File: config.mk
export PLATFORM = sky130hd
export DESIGN_NAME = servile_sram_wb_bridge
export DESIGN_NICKNAME = d
export VERILOG_FILES = /design/src/rtl/servile_sram_wb_bridge.sv
export SDC_FILE = /design/constraint.sdc
export NUM_CORES = 1
export LEC_CHECK = 0
export BUFFER_PORTS_ARGS = -buffer_cell sky130_fd_sc_hd__buf_2
export CAP_MARGIN = 20
export CORE_ASPECT_RATIO = 0.6
export CORE_MARGIN = 10
export CORE_UTILIZATION = 45
export CTS_CLUSTER_DIAMETER = 100
export DETAILED_ROUTE_END_ITERATION = 16
export GPL_ROUTABILITY_DRIVEN = 0
export PLACE_DENSITY = 0.8
export SETUP_SLACK_MARGIN = 0.15
export SYNTH_ARGS = -nofsm -noshare
export SYNTH_HDL_FRONTEND = slang
export SYNTH_SLANG_ARGS = --single-unit
File: constraint.sdc
create_clock -name i_clk -period 1.95 [get_ports i_clk]
set_input_delay 0.2925 -clock i_clk [delete_from_list [all_inputs] [get_ports i_clk]]
set_output_delay 0.2925 -clock i_clk [all_outputs]
set_load 0.01 [all_outputs]
File: src/rtl/servile_sram_wb_bridge.sv
// servile_sram_wb_bridge: byte-wide SRAM-port responder backed by a 32-bit
// Wishbone memory. Every byte write or read becomes one single-word Wishbone
// cycle. A write and a read requested together run as two cycles, write first.
//
// Build option: define SERVILE_SRAM_WB_RDCACHE_EN to keep the last word read.
// Sequential byte reads that fall inside that word are then answered from the
// cache at native SRAM speed. Writes to the cached word update it in place.
//
// state | meaning
// ------+--------------------------------------------------------------
// IDLE  | o_sram_rdy high, requests sampled, cache hits served here
// WRITE | Wishbone write of one byte lane in flight, waiting for ack
// READ  | Wishbone word read in flight (or about to launch after a write)

module servile_sram_wb_bridge #(
   parameter int aw = 8
) (
   input  logic          i_clk,
   input  logic          i_rst,
   input  logic [aw-1:0] i_sram_waddr,
   input  logic [7:0]    i_sram_wdata,
   input  logic          i_sram_wen,
   input  logic [aw-1:0] i_sram_raddr,
   input  logic          i_sram_ren,
   output logic [7:0]    o_sram_rdata,
   output logic          o_sram_rdy,
   output logic [aw-3:0] o_wb_adr,
   output logic [31:0]   o_wb_dat,
   output logic [3:0]    o_wb_sel,
   output logic          o_wb_we,
   output logic          o_wb_stb,
   input  logic [31:0]   i_wb_rdt,
   input  logic          i_wb_ack
);

   typedef enum logic [1:0] {
      IDLE  = 2'd0,
      WRITE = 2'd1,
      READ  = 2'd2
   } state_t;

   state_t        r_state;
   state_t        w_state_nxt;

   logic [aw-1:0] r_raddr;
   logic          r_rd_pend;
   logic [7:0]    r_rdata;
   logic          r_wb_stb;
   logic          r_wb_we;
   logic [aw-3:0] r_wb_adr;
   logic [3:0]    r_wb_sel;
   logic [31:0]   r_wb_dat;

   logic          w_ack;
   logic          w_hit;
   logic [7:0]    w_hit_byte;

   function automatic logic [7:0] lane_byte(input logic [31:0] word, input logic [1:0] lane);
      case (lane)
         2'd0:    lane_byte = word[7:0];
         2'd1:    lane_byte = word[15:8];
         2'd2:    lane_byte = word[23:16];
         default: lane_byte = word[31:24];
      endcase
   endfunction

   // An ack only counts while our strobe is up; stray acks are ignored.
   assign w_ack = i_wb_ack & r_wb_stb;

`ifdef SERVILE_SRAM_WB_RDCACHE_EN
   logic          r_c_valid;
   logic [aw-3:0] r_c_tag;
   logic [31:0]   r_c_data;

   assign w_hit      = r_c_valid && (r_c_tag == i_sram_raddr[aw-1:2]);
   assign w_hit_byte = lane_byte(r_c_data, i_sram_raddr[1:0]);

   // Cache fill on read ack; write-through of the lane on a matching write ack.
   // The Wishbone output registers still hold the address/lane/data of the
   // cycle being acked, so they serve as the update source.
   always_ff @(posedge i_clk or posedge i_rst) begin
      if (i_rst) begin
         r_c_valid <= 1'b0;
         r_c_tag   <= '0;
         r_c_data  <= '0;
      end else if (w_ack && (r_state == READ)) begin
         r_c_valid <= 1'b1;
         r_c_tag   <= r_wb_adr;
         r_c_data  <= i_wb_rdt;
      end else if (w_ack && (r_state == WRITE) && r_c_valid && (r_c_tag == r_wb_adr)) begin
         for (int i = 0; i < 4; i++) begin
            if (r_wb_sel[i]) r_c_data[8*i +: 8] <= r_wb_dat[8*i +: 8];
         end
      end
   end
`else
   assign w_hit      = 1'b0;
   assign w_hit_byte = 8'h00;
`endif

   // State register.
   always_ff @(posedge i_clk or posedge i_rst) begin
      if (i_rst) r_state <= IDLE;
      else       r_state <= w_state_nxt;
   end

   // Next-state decode; a pending read follows the write directly.
   always_comb begin
      w_state_nxt = r_state;
      case (r_state)
         IDLE: begin
            if (i_sram_wen)                w_state_nxt = WRITE;
            else if (i_sram_ren && !w_hit) w_state_nxt = READ;
         end
         WRITE: begin
            if (w_ack) w_state_nxt = r_rd_pend ? READ : IDLE;
         end
         READ: begin
            if (w_ack) w_state_nxt = IDLE;
         end
         default: w_state_nxt = IDLE;
      endcase
   end

   // Request capture, registered Wishbone outputs and read-data return.
   always_ff @(posedge i_clk or posedge i_rst) begin
      if (i_rst) begin
         r_raddr   <= '0;
         r_rd_pend <= 1'b0;
         r_rdata   <= 8'h00;
         r_wb_stb  <= 1'b0;
         r_wb_we   <= 1'b0;
         r_wb_adr  <= '0;
         r_wb_sel  <= 4'h0;
         r_wb_dat  <= 32'h0;
      end else begin
         case (r_state)
            IDLE: begin
               if (i_sram_wen) begin
                  r_rd_pend <= i_sram_ren;
                  if (i_sram_ren) r_raddr <= i_sram_raddr;
                  r_wb_stb  <= 1'b1;
                  r_wb_we   <= 1'b1;
                  r_wb_adr  <= i_sram_waddr[aw-1:2];
                  r_wb_sel  <= 4'b0001 << i_sram_waddr[1:0];
                  r_wb_dat  <= {4{i_sram_wdata}};
               end else if (i_sram_ren) begin
                  if (w_hit) begin
                     r_rdata <= w_hit_byte;
                  end else begin
                     r_raddr  <= i_sram_raddr;
                     r_wb_stb <= 1'b1;
                     r_wb_we  <= 1'b0;
                     r_wb_adr <= i_sram_raddr[aw-1:2];
                     r_wb_sel <= 4'hF;
                  end
               end
            end
            WRITE: begin
               if (w_ack) begin
                  r_wb_stb <= 1'b0;
                  r_wb_we  <= 1'b0;
               end
            end
            READ: begin
               // Strobe low here only when arriving from a write: launch the
               // deferred read after one idle cycle.
               if (!r_wb_stb) begin
                  r_rd_pend <= 1'b0;
                  r_wb_stb  <= 1'b1;
                  r_wb_we   <= 1'b0;
                  r_wb_adr  <= r_raddr[aw-1:2];
                  r_wb_sel  <= 4'hF;
               end else if (w_ack) begin
                  r_wb_stb <= 1'b0;
                  r_rdata  <= lane_byte(i_wb_rdt, r_raddr[1:0]);
               end
            end
            default: begin
               r_wb_stb <= 1'b0;
            end
         endcase
      end
   end

   assign o_sram_rdy   = (r_state == IDLE);
   assign o_sram_rdata = r_rdata;
   assign o_wb_stb     = r_wb_stb;
   assign o_wb_we      = r_wb_we;
   assign o_wb_adr     = r_wb_adr;
   assign o_wb_sel     = r_wb_sel;
   assign o_wb_dat     = r_wb_dat;

endmodule

# Word-level counts from Yosys, hierarchy flattened
# Index checks and enable logic that the tools add are counted.
[classes]
n_reduce_logical = 12
muxes = 27
n_eq_ne = 9
bitwise = 1
shifts = 1
[ops]
columns = ["cell", "count"]
rows = [
  ["case mux 8 bit (3 select lines)", 1],
  ["2-to-1 mux 6 bit", 3],
  ["2-to-1 mux 4 bit", 3],
  ["case mux 6 bit (2 select lines)", 1],
  ["AND reduction 3 bit", 4],
  ["2-to-1 mux 2 bit", 5],
  ["2-to-1 mux 1 bit", 9],
  ["inequality test 2 bit (second input constant)", 4],
  ["case mux 4 bit (2 select lines)", 1],
  ["case mux 1 bit (3 select lines)", 2],
  ["case mux 2 bit (3 select lines)", 1],
  ["AND reduction 2 bit", 3],
  ["equality test 2 x 1 -> 1 bit (second input constant)", 2],
  ["equality test 2 bit (second input constant)", 2],
  ["logical NOT 2 bit", 2],
  ["AND reduction 4 bit", 1],
  ["left shift 1 x 2 -> 4 bit (first input constant)", 1],
  ["inequality test 3 bit (second input constant)", 1],
  ["nonzero test 3 bit", 1],
  ["case mux 1 bit (2 select lines)", 1],
  ["nonzero test 2 bit", 1],
  ["AND 1 bit", 1],
]
[totals]
regBits = 63
inputBits = 61
word_cells = 59
out_inout_bits = 53

# Logic depth before layout (Yosys ltp)
[logic_depth]
ltp_word = 4
ltp_mapped = 6
mapped_depth_nobuf = 5

# Worst setup path before layout
# Ideal clock, no wire load.
[synth_path]
path_type = "reg2reg"
from = "register r_state[0]"
to = "register r_wb_adr[0] (netlist: o_wb_adr[0])"
setup_time_ns = 0.125
path_stages_with_launch = 7
n_path_buf = 1
t_required_ns = 1.825
path_slack_ns = 0.114
arrival_time_ns = 1.712
period_less_slack_ns = 1.836
cell_sequence = "dfrtp_1 > inv_1 > ha_1 > buf_2 > nor3b_4 > nor3_4 > mux2_2"
[synth_via]
elab_chain_len = 3
word_cells_on_any_way = 7
classes_between = "eq/ne: 3; mux: 1; reduce/logical: 3"
[synth_rtl]
columns = ["element", "line", "source"]
rows = [
  ["start, declared", "42", "state_t r_state;"],
  ["start signal, assigned", "104", "else r_state <= w_state_nxt;"],
  ["logical NOT 2 bit *", "-", ""],
  ["named net o_sram_rdy", "26", "output logic o_sram_rdy,"],
  ["inequality test 3 bit (no source line) / nonzero test 2 bit (equally long branches)", "-", ""],
  ["AND reduction 3 bit (no source line)", "-", ""],
  ["end signal, assigned", "144", "r_wb_adr <= i_sram_waddr[aw-1:2];"],
  ["end signal, assigned", "154", "r_wb_adr <= i_sram_raddr[aw-1:2];"],
  ["end signal, assigned", "172", "r_wb_adr <= r_raddr[aw-1:2];"],
  ["end, declared", "50", "logic [aw-3:0] r_wb_adr;"],
]
# The timed path passes the listed nets; every way through them passes the cells marked *.
# A chain may end at the register's enable or synchronous reset.

# Worst setup path after layout
[layout_path]
from = "register r_state[0]"
to = "register r_wb_sel[1] (netlist: o_wb_sel[1])"
[layout_via]
elab_chain_len = 3
word_cells_on_any_way = 7
classes_between = "eq/ne: 3; mux: 1; reduce/logical: 3"
[layout_rtl]
columns = ["element", "line", "source"]
rows = [
  ["equality test 2 bit / logical NOT 2 bit (equally long branches)", "137", "case (r_state)"],
  ["inequality test 2 bit (no source line), or another cell as far along", "-", ""],
  ["AND reduction 3 bit (no source line)", "-", ""],
  ["end signal, assigned", "145", "r_wb_sel <= 4'b0001 << i_sram_waddr[1:0];"],
  ["end, declared", "51", "logic [3:0] r_wb_sel;"],
]
# Several ways; a longest one is shown, not always the timed one.

==> results.ini <==
[yosys]
synth_common_cells=39 x dfrtp_1, 34 x mux2_2, 24 x buf_4
synth.distinct_cells=24
syn_inst=166
yosysTopAreaCell=dfrtp_1
synth.most_common_cell=dfrtp_1
synth_seq_cells=39
yosys-top-cells-area=dfrtp_1 46%, mux2_2 18%, buf_4 8.5%, mux4_2 8.5%, mux2i_1 3.8%
async_flop_share=1.00
syn-cell-area_um2=2120
synth_top_area_share=0.461
ys_warn_count=0
ys.flop_type=dfrtp_1
yosysSeqAreaShare=0.461
synth.avg_cell_area_um2=12.8
syn_nets=231
synth_edf_count=0

[clock_tree]
cts_tree=done
cts_buffer_depth=2
hold_buffers=0
clkTransAtPathRegs_ns=0.07
htreeDepth=2
clk_latency_ns=0.28
cts_buffers=5
cts_root_buf=clkbuf_8
clock-sinks=39

[worst_setup_path]
cp_max_fo=10
crit_chain=inv_1 > ha_2 > and2_2 > nor3_4 > buf_6 > mux2_2
r2r_end=o_wb_sel[1]
cp-start-kind=flip-flop
worstSetupStartpoint=r_state[0]
critPathMaxStageDelay_ns=0.38
rrSetupSlack_ns=0.21
critPathRequiredTime_ns=2.12
criticalPathCategory=reg2reg
cp_slowest_cell=dfrtp_1
arrival_ns=1.91
r2r_start=r_state[0]
ff2ff_path_depth=6
crit_path_end_kind=flip-flop

[place]
portBuffers=113
placed_cell_area_um2=2600
dp_hpwl_mm=4.66

[sta]
clock.fmax_mhz=576
finalCriticalPeriod_ns=1.74
drv_slew=0
timing.final.crit_share=0.891
slew_headroom=0.662
final.setup_skew_ns=0.00495
hold_slack_ns=0.0282
worst_pin_slew_ns=0.507
hold_viol_final=0
rsz0062_at_grt=true
timing.setup.tns_ns=0
setup_viol=0

[status]
status=finished, final reports clean

[finish]
syn2layout_area_growth_pct=29.8
design_area_um2=2750
layout-drive-gt1-share=0.662
n_antenna_cell=0
nNetsFinal=327

[routing]
wl_per_cell_um=17.2
antenna_left=0
num_vias=1575
totalWireLength_mm=5.60
first_iter_violations=56
vias_per_cell=4.83
drt_first_pass_iters=4
drc=0

[pwr]
ir_drop_uv=757
powerDensity_nw_per_um2=1680
p_leak_nw=1.37
power_w=0.00460

[die]
rows=19
core_area_um2=4560
fp.dieW_um=109
initial_core_util=0.464
io-pin-count=114
dieArea_um2=7940
fp.dieH_um=73.1

[global_route]
grt_pass1_vias=1670
antenna_found_initial=0
grt_max_degree=25
grt_pass1_wl_mm=8.57
grt.overflow.total=0
grt_util_all_layers=0.136

[min_path]
hp-class=in2async

[job]
maxCapViolCount=0

cells by family after synthesis:
kind of cell    share of synthesized area
flops                               0.461
fa+ha+maj                          0.0236
compound gates                     0.0443
buf+inv                             0.106
simple gates                       0.0556
mux                                 0.309
per-stage QoR:
step	cells	util	setup WS [ns]
after floorplan	166	-	0.173
after global placement	318	0.569	0.161
after CTS	326	0.599	0.148
final	326	0.602	0.212
after detailed placement	318	0.569	0.147
after global routing	326	0.602	0.128
worst max-delay path: cells and delay by family (launching register included):
kind          cells  cell delay [ns]
flops             1             0.38
fa+ha+maj         1             0.22
simple gates      2             0.41
buf+inv           2             0.26
mux               1             0.34
power by group:
group | switching [W] | internal (W) | total [W]
Combinational | 0.00107 | 0.00122 | 0.00229
Clock | 0.000264 | 0.000511 | 0.000776
Sequential | 0.000323 | 0.00122 | 0.00154
how the worst max path moves through the flow:
| stage | slack (ns) | cells after the start | endpoint |
|---|---|---|---|
| floorplan | 0.17 | 6 | o_wb_adr[0] |
| global placement | 0.16 | 5 | o_wb_we |
| detailed placement | 0.15 | 6 | o_wb_sel[1] |
| CTS | 0.15 | 5 | o_sram_rdata[5] |
| global route | 0.13 | 6 | o_wb_adr[2] |
| finish | 0.21 | 6 | o_wb_sel[1] |
flip-flops by register name (all words and copies together), names as in the netlist:
signal,flops
o_sram_rdata,8
o_wb_dat,8
r_raddr,8
o_wb_adr,6
o_wb_sel,4
r_state,2
o_wb_stb,1
o_wb_we,1
r_rd_pend,1
layout by cell type (no fill, tap or decap):
cell       netlist  layout
buf_4           24       4
nor2b_1          3       3
nor3b_4          1       1
a2bb2oi_1        1       1
mux2_2          34      34
clkbuf_1         1       1
o21ai_0         12      12
dfrtp_1         39      39
mux2_1           1       1
mux4_2           8       8
ha_1             4       2
buf_6            0       1
and3_1           1       1
a21boi_0         1       1
inv_1            6       6
and2_2           0       1
ha_2             0       2
mux2i_1          8       8
a21oi_1          2       2
clkbuf_8         0       5
nor2_1           2       2
nand2_2          0       1
a211oi_1         1       1
bufinv_16        0       2
nand2_1         10       9
nor3_4           1       1
buf_2            3     113
nor4_2           0       1
routing by layer:
layer	track usage	wire (µm)	up-vias
met5	0	0	-
met2	0.219	2570	75
met1	0.166	2380	739
met4	0.0306	23	0
li1	-	-	756
met3	0.0564	626	5
area by class of cell:
| cell class | instances | area, µm² |
|---|---|---|
| fillers | 397 | 1820 |
| flip-flops and latches | 39 | 976 |
| multi-input cells | 92 | 931 |
| repair buffers | 118 | 607 |
| well taps | 63 | 78.8 |
| clock buffers | 6 | 72.6 |
| clock inverters | 2 | 60.1 |
| inverters | 6 | 22.5 |
repair_timing:
action | CTS | global route
setup endpoints to repair | 12 | 19
gates resized for setup | 1 | 5
buffers inserted | 0 | 0
pin swaps | 0 | 0
Note: power is estimated with default switching activity, not from simulation.
